<file path="config.mk">
export PLATFORM = sky130hd
export DESIGN_NAME = pwm_multi_gen
export DESIGN_NICKNAME = d
export VERILOG_FILES = /design/src/rtl/pwm_multi_gen.sv
export SDC_FILE = /design/constraint.sdc
export NUM_CORES = 1
export LEC_CHECK = 0
export ABC_AREA = 1
export CORE_MARGIN = 4
export CORE_UTILIZATION = 25
export DETAILED_ROUTE_END_ITERATION = 10
export HOLD_SLACK_MARGIN = 0.06
export MAX_ROUTING_LAYER = met4
export PLACE_DENSITY_LB_ADDON = 0.15
export SETUP_SLACK_MARGIN = 0.1
export SLEW_MARGIN = 10
export SYNTH_ARGS = -nofsm -noshare
export SYNTH_HDL_FRONTEND = slang
export SYNTH_SLANG_ARGS = --single-unit
</file>
<file path="constraint.sdc">
create_clock -name clk -period 2.52 [get_ports clk]
set_input_delay 0.378 -clock clk [delete_from_list [all_inputs] [get_ports clk]]
set_output_delay 0.378 -clock clk [all_outputs]
set_load 0.005 [all_outputs]
</file>
<file path="src/rtl/pwm_multi_gen.sv">
// pwm_multi_gen: CH-channel PWM generator driven by one shared period counter.
// A prescaler slows the counter, and duty values are double-buffered: writes go
// to shadow registers, and the shadow values move to the active registers only
// at a period boundary. The period is latched at the same boundary.
// Optional build macro PWM_MULTI_GEN_CENTER_EN adds the 'center' input, which
// selects center-aligned (up/down) counting at each boundary.
module pwm_multi_gen #(
    parameter int CH      = 4,
    parameter int W       = 8,
    parameter int PRESC_W = 8,
    localparam int CH_W   = (CH > 1) ? $clog2(CH) : 1
) (
    input  logic               clk,
    input  logic               reset_n,
    input  logic               enable,
    input  logic [W-1:0]       period,
    input  logic [PRESC_W-1:0] prescale,
    input  logic               duty_wr,
    input  logic [CH_W-1:0]    duty_ch,
    input  logic [W-1:0]       duty_data,
`ifdef PWM_MULTI_GEN_CENTER_EN
    input  logic               center,
`endif
    output logic [CH-1:0]      pwm,
    output logic               period_tick
);

    logic [W-1:0]       cnt_reg, cnt_next;
    logic [PRESC_W-1:0] presc_reg, presc_next;
    logic [W-1:0]       pl_reg, pl_next;
    logic               started_reg;
    logic               tick;
    logic               boundary;
    logic [W-1:0]       shadow_reg  [CH];
    logic [W-1:0]       active_reg  [CH];
    logic [W-1:0]       active_next [CH];
    logic [CH-1:0]      pwm_next;

`ifdef PWM_MULTI_GEN_CENTER_EN
    logic               center_reg, center_next;
    logic               dir_reg, dir_next;   // 0 = counting up, 1 = counting down
    logic [W-1:0]       pl_eff;

    // A latched period of 0 behaves as 1 in center mode.
    assign pl_eff = (pl_reg == '0) ? {{(W-1){1'b0}}, 1'b1} : pl_reg;
`endif

    // Prescaler, period counter and boundary detection.
    always_comb begin
        cnt_next   = cnt_reg;
        presc_next = presc_reg;
        pl_next    = pl_reg;
        tick       = 1'b0;
        boundary   = 1'b0;
`ifdef PWM_MULTI_GEN_CENTER_EN
        center_next = center_reg;
        dir_next    = dir_reg;
`endif
        if (!enable) begin
            cnt_next   = '0;
            presc_next = '0;
`ifdef PWM_MULTI_GEN_CENTER_EN
            dir_next   = 1'b0;
`endif
        end else if (!started_reg) begin
            // First edge with enable high opens a fresh period.
            boundary = 1'b1;
        end else begin
            // '>=' also recovers cleanly if prescale is lowered mid-count.
            tick       = (presc_reg >= prescale);
            presc_next = tick ? '0 : presc_reg + 1'b1;
            if (tick) begin
`ifdef PWM_MULTI_GEN_CENTER_EN
                if (center_reg) begin
                    if (!dir_reg) begin
                        // The top value is held for a second tick while turning round.
                        if (cnt_reg >= pl_eff - 1'b1) dir_next = 1'b1;
                        else                          cnt_next = cnt_reg + 1'b1;
                    end else if (cnt_reg == '0) begin
                        boundary = 1'b1;
                    end else begin
                        cnt_next = cnt_reg - 1'b1;
                    end
                end else if (cnt_reg >= pl_reg) begin
                    boundary = 1'b1;
                end else begin
                    cnt_next = cnt_reg + 1'b1;
                end
`else
                if (cnt_reg >= pl_reg) boundary = 1'b1;
                else                   cnt_next = cnt_reg + 1'b1;
`endif
            end
        end
        if (boundary) begin
            cnt_next   = '0;
            presc_next = '0;
            pl_next    = period;
`ifdef PWM_MULTI_GEN_CENTER_EN
            center_next = center;
            dir_next    = 1'b0;
`endif
        end
    end

    // Per-channel duty transfer and compare against the next counter value.
    // The compare uses next-state values so that pwm is aligned with cnt.
    generate
        for (genvar gi = 0; gi < CH; gi++) begin : g_ch
            assign active_next[gi] = (!enable || boundary) ? shadow_reg[gi] : active_reg[gi];
            assign pwm_next[gi]    = enable && (cnt_next < active_next[gi]);
        end
    endgenerate

    // State registers, shadow write port and registered outputs.
    always_ff @(posedge clk) begin
        if (!reset_n) begin
            cnt_reg     <= '0;
            presc_reg   <= '0;
            pl_reg      <= '0;
            started_reg <= 1'b0;
            pwm         <= '0;
            period_tick <= 1'b0;
`ifdef PWM_MULTI_GEN_CENTER_EN
            center_reg  <= 1'b0;
            dir_reg     <= 1'b0;
`endif
            for (int i = 0; i < CH; i++) begin
                shadow_reg[i] <= '0;
                active_reg[i] <= '0;
            end
        end else begin
            cnt_reg     <= cnt_next;
            presc_reg   <= presc_next;
            pl_reg      <= pl_next;
            started_reg <= enable;
            pwm         <= pwm_next;
            period_tick <= boundary;
`ifdef PWM_MULTI_GEN_CENTER_EN
            center_reg  <= center_next;
            dir_reg     <= dir_next;
`endif
            for (int i = 0; i < CH; i++) begin
                active_reg[i] <= active_next[i];
                // Out-of-range indices match no channel and are dropped.
                if (duty_wr && (duty_ch == CH_W'(i))) shadow_reg[i] <= duty_data;
            end
        end
    end

endmodule

</file>
# Word level (Yosys, flattened, before mapping)
# Memory sizes are Yosys's and may differ from the RTL's.
# Cells that the tools add are included.
# classes
addsub	2
order_cmp	6
eq_ne	3
muxes	36
n_bitwise	10
reduce_logical	12
# ops
cell	count
2-to-1 mux 8 bit	18
< comparator 8 bit	4
2-to-1 mux 1 bit	18
adder 8 x 1 -> 8 bit, second input constant	2
>= comparator 8 bit	2
logical AND 1 bit	8
OR 1 bit	8
equality test 2 bit, second input constant	2
OR reduction 3 bit	1
equality test 2 x 1 -> 1 bit, second input constant	1
zero test 2 bit	1
NOT 1 bit	2
zero test 1 bit	1
logical OR 1 bit	1
# totals
regBits	30
mem_bits_rw	64
in_bits	30
out_inout_bits	5
wordCells	77
memories	2
# mem_list
memory	depth	word_bits	rd	rd_ports_with_merged_regs	write_ports	line_no	text
active_reg	4	8	4	0	4	35	logic [W-1:0] active_reg [CH];
shadow_reg	4	8	4	0	4	34	logic [W-1:0] shadow_reg [CH];

# Logic depth before layout (Yosys ltp)
# depth
word_depth	9
ltp_mapped	22
ltp_nobuf	22

# Worst setup path after synthesis
# No wires, ideal clock.
# synth_path
path_kind	input port to flip-flop
from	in prescale[3]
to	reg pwm[2]
setup_ns	0.070
arrival_time_ns	2.470
t_required_ns	2.450
path_slack_ns	-0.019
path_stages	21
path_buffers	0
path_cell_list	inv_1 > ha_1 > nand2_1 > nor2_1 > nor2_1 > nand2_1 > nand2_1 > nand2_1 > nand2_2 > inv_2 > nand4_2 > nor2_2 > nand2_1 > xor2_1 > nor2_1 > ha_1 > nand2_1 > inv_1 > nand3_1 > nand3_1 > a21oi_1
# synth_via
elab_cells_between_ends	12
cone_classes	order compare (2); mux (8); reduce/logical (2)
# synth_rtl
item	line_no	text
start, declared	17	input logic [PRESC_W-1:0] prescale,
>= comparator 8 bit (*)	70	tick = (presc_reg >= prescale);
2-to-1 mux 8 bit or 2-to-1 mux 1 bit (tied branches)	72	if (tick) begin
2-to-1 mux 8 bit or 2-to-1 mux 1 bit (tied branches)	65	end else if (!started_reg) begin
2-to-1 mux 8 bit or 2-to-1 mux 1 bit (tied branches)	59	if (!enable) begin
2-to-1 mux 8 bit (*)	95	if (boundary) begin
via cnt_next[6]	28	logic [W-1:0] cnt_reg, cnt_next;
< comparator 8 bit (*)	111	assign pwm_next[gi] = enable && (cnt_next < active_next[gi]);
logical AND 1 bit (*)	111	
end signal, assigned	137	pwm <= pwm_next;
end, declared	24	output logic [CH-1:0] pwm,
# The timed path passes the listed nets; every way through them passes the cells marked *.
# A chain may end at the register's enable or synchronous reset.

# Worst setup path after layout
# layout_path
from	reg presc_reg[0]
to	reg pwm[1]
# layout_via
elab_cells_between_ends	12
cone_classes	order compare (2); mux (8); reduce/logical (2)
# layout_rtl
item	line_no	text
start, declared	29	logic [PRESC_W-1:0] presc_reg, presc_next;
start signal, assigned	134	presc_reg <= presc_next;
>= comparator 8 bit (*)	70	
2-to-1 mux 8 bit or 2-to-1 mux 1 bit (tied branches)	72	
2-to-1 mux 8 bit or 2-to-1 mux 1 bit (tied branches)	65	
2-to-1 mux 8 bit or 2-to-1 mux 1 bit (tied branches)	59	
2-to-1 mux 8 bit (*)	95	
via cnt_next[6]	28	
< comparator 8 bit (*)	111	
logical AND 1 bit (*)	111	
# Marks and branches as above.

==> impl_metrics.toml <==
[clock_network]
clock-root-buffer = "clkbuf_16"
clkTransAtPathRegs_ns = 0.07
cts_tree = "done"
cts_buffers = 9
clk_path_buf_depth = 2
numClockSinks = 94
holdBufCountCts = 0
cts_htree_levels = 3
clock_latency_ns = 0.35

[detailed_routing]
via_per_inst = 4.34
wl_per_cell_um = 14.3
drc = 0
drt_first_pass_iters = 4
drtAntennaViolNets = 0
first_iter_violations = 110
vias = 3742
wl_mm = 12.3

[setup_path]
worstPathRequired_ns = 2.80
end_kind = "register"
worst-setup-path-type = "register to register"
cp_data_arrival_time_ns = 2.89
cpPeakStageDelay_ns = 0.33
crit_path_cell_trace = "inv_2 > ha_4 > nand2_1 > nor2_1 > nor2_1 > nand2_1 > nand2_2 > nand2_4 > nand2_2 > inv_2 > nand4_4 > nor2_4 > nand2_2 > xor2_2 > nor2_4 > ha_1 > nand2_1 > inv_1 > nand3_1 > nand4_1 > a21oi_1"
worstPathMaxFanout = 4
startpoint_type = "register"
slowest_stage = "dfxtp_2"

[grt]
grt-ovfl-total = 0
grt_max_degree = 27
grt_pass1_wl_mm = 20.5
grt_use_total = 0.126
antenna_found_initial = 0
first_global_vias = 3933

[pwr]
swShare = 0.265
p_leak_nw = 2.90
p_clk_frac = 0.372
p_switching_mw = 0.992
combPwrFrac = 0.169
p_int_mw = 2.75
seqPwrFrac = 0.459
p_per_area_mw_per_mm2 = 555
ir_drop_uv = 321

[finish]
area_delta_synth_final_pct = 40.5
num_antenna_cells = 0
final_cell_area_sq_mm = 0.00674
multi_input_area_sq_mm = 0.00277
final_layout_size_suffix_gt1_frac = 0.331
nets = 700
regArea_sq_mm = 0.00222
num-fill-cells = 1908

[synth]
netlist_area_sq_mm = 0.00480
seq_area_frac_synth = 0.459
syn_nets = 598
ys_types = 38
synth_top_area_share = 0.259
yosys.area.top_type = "dfxtp_1"
ys_warn_count = 0
synth_area_per_cell_sq_um = 9.20
synth_seq_cells = 94
syn-instance-count = 522
synthTopCellsByArea = "dfxtp_1 (26%), edfxtp_1 (20%), ha_1 (12%)"

[run]
max_cap_viol_count = 0

[floorplan]
die_width_um = 147
dieArea_sq_mm = 0.0215
chipHeight_um = 147
rows = 50
io_pins = 35
start_util = 0.256
coreArea_sq_mm = 0.0188

[sta]
max-slew-margin-rel = 0.606
setup_viol = 4
fmax_mhz = 384
timing.final.max_slew_violations = 0
finalSetupTns_ns = -0.305
rsz0062_at_grt = "true"
fin_crit_ns = 2.61
setup_ws_ns = -0.0851
period_share = 1.03
hold_violations = 0
tightest_slew_ns = 0.589
finClkSkew_ns = 0.00705

[outcome]
violations = "setup timing"
status = "finished, violations left"

[placed_design]
dp_hpwl_mm = 9.50
dpl_cell_area_sq_mm = 0.00598
post-place-ws_ns = -0.821
io_buffers = 34
gp_congestion = 0.788

[worst_hold_path]
holdCritPathClass = "register to register"
-- final cells by class --
cell class              count  share of cell area
clock inverters             7              0.0115
inverters                  62              0.0365
well taps                 234              0.0434
flip-flops and latches     94               0.329
repair buffers            103               0.136
clock buffers               9              0.0334
multi-input cells         354               0.410
-- worst paths after layout --
check | start | end | slack [ns] | cells past startpoint
worst max-delay path | presc_reg[0]$_SDFFE_PP0P_ | pwm[1]$_SDFF_PN0_ | -0.09 | 21
worst min-delay path | pl_reg[3]$_SDFFE_PN0P_ | pl_reg[3]$_SDFFE_PN0P_ | 0.48 | 2
worst max register to register | presc_reg[0]$_SDFFE_PP0P_ | pwm[1]$_SDFF_PN0_ | -0.09 | 21
worst min register to register | pl_reg[3]$_SDFFE_PN0P_ | pl_reg[3]$_SDFFE_PN0P_ | 0.48 | 2
-- layer usage --
layer / track usage / share of wire / up-vias
met4: 0.0353 / 0.011 / 0
met3: 0.0304 / 0.039 / 11
met2: 0.207 / 0.49 / 61
met1: 0.154 / 0.46 / 1744
met5: - / 0 / -
li1: - / - / 1926
-- power by group through the flow --
stage	registers, mW	clock network [mW]	logic (mW)
after floorplan	1.72	0	0.339
after global placement	1.74	0	0.537
after detailed placement	1.74	0	0.550
after CTS	1.72	1.45	0.636
after global routing	1.72	1.50	0.708
final	1.72	1.39	0.632
-- per-stage QoR --
| step | power [mW] | hold slack (ns) | util | std cells |
|---|---|---|---|---|
| 6_report | 3.74 | 0.475 | 0.359 | 863 |
| 5_1_grt | 3.94 | 0.505 | 0.359 | 863 |
| 3_3_place_gp | 2.28 | 0.464 | 0.319 | 839 |
| 2_1_floorplan | 2.06 | 0.406 | - | 522 |
| 3_5_place_dp | 2.29 | 0.479 | 0.319 | 839 |
| 4_1_cts | 3.81 | 0.480 | 0.359 | 863 |
-- synth_stat cells --
| cell type | n |
|---|---|
| nor2_1 | 94 |
| nand2_1 | 81 |
| dfxtp_1 | 62 |
| inv_1 | 55 |
| ha_1 | 46 |
| edfxtp_1 | 32 |
| a21oi_1 | 28 |
| nand3_1 | 22 |
| mux2i_2 | 21 |
| o21ai_0 | 10 |
| mux2i_1 | 8 |
| xor2_1 | 8 |
| nand4_1 | 7 |
| clkbuf_1 | 5 |
| inv_2 | 5 |
| a211oi_1 | 4 |
| buf_12 | 3 |
| nand2_4 | 3 |
| nor2_2 | 3 |
| nor3_1 | 3 |
| buf_6 | 2 |
| nand2_2 | 2 |
| nand3_2 | 2 |
| xnor2_1 | 2 |
| a21o_1 | 1 |
| and3b_1 | 1 |
| buf_1 | 1 |
| buf_2 | 1 |
| buf_4 | 1 |
| clkinv_2 | 1 |
| inv_4 | 1 |
| nand4_2 | 1 |
| nor2_4 | 1 |
| nor3b_1 | 1 |
| nor4_2 | 1 |
| o211ai_1 | 1 |
| o21bai_1 | 1 |
| or2_1 | 1 |
-- critical path: cells and delay by family, from the launching register on --
kind	cells	cell delay (ns)
flip-flops	1	0.33
adder cells (fa/ha/maj)	2	0.50
AO/OA/AOI/OAI	1	0.14
AND/OR/NAND/NOR	14	1.17
buffers and inverters	3	0.18
XOR/XNOR	1	0.20
-- cells in the final DEF (no fill, tap or decap), types with 6 or more instances in the layout --
cell type        instances
a21oi_1                 24
buf_4                   60
buf_6                    6
clkbuf_16                9
clkdlybuf4s50_1         26
dfxtp_1                 53
dfxtp_2                  7
dlygate4sd2_1            8
edfxtp_1                32
ha_1                    27
ha_4                    18
inv_1                   43
inv_2                   14
mux2i_2                 20
mux2i_4                  6
nand2_1                 72
nand2_2                  9
nand3_1                 18
nand4_1                  7
nor2_1                  84
nor2_4                   9
o21ai_0                  8
xor2_1                   6
-- timing repair --
item,in CTS,in global routing
pin swaps,40,0
resized for setup,79,4
setup buffers,6,0
cloned,2,0
endpoints found under the setup margin,7,4
-- cells by family (layout without fill, tap and decap cells) --
| group | after synthesis | count (layout) | synth area share |
|---|---|---|---|
| AND/OR/NAND/NOR | 223 | 224 | 0.202 |
| flip-flops | 94 | 94 | 0.459 |
| buffers and inverters | 75 | 181 | 0.0738 |
| adder cells (fa/ha/maj) | 46 | 46 | 0.120 |
| AO/OA/AOI/OAI | 45 | 45 | 0.0506 |
| multiplexers | 29 | 29 | 0.0769 |
| XOR/XNOR | 10 | 10 | 0.0182 |
Power figures use the tool's default switching activity.
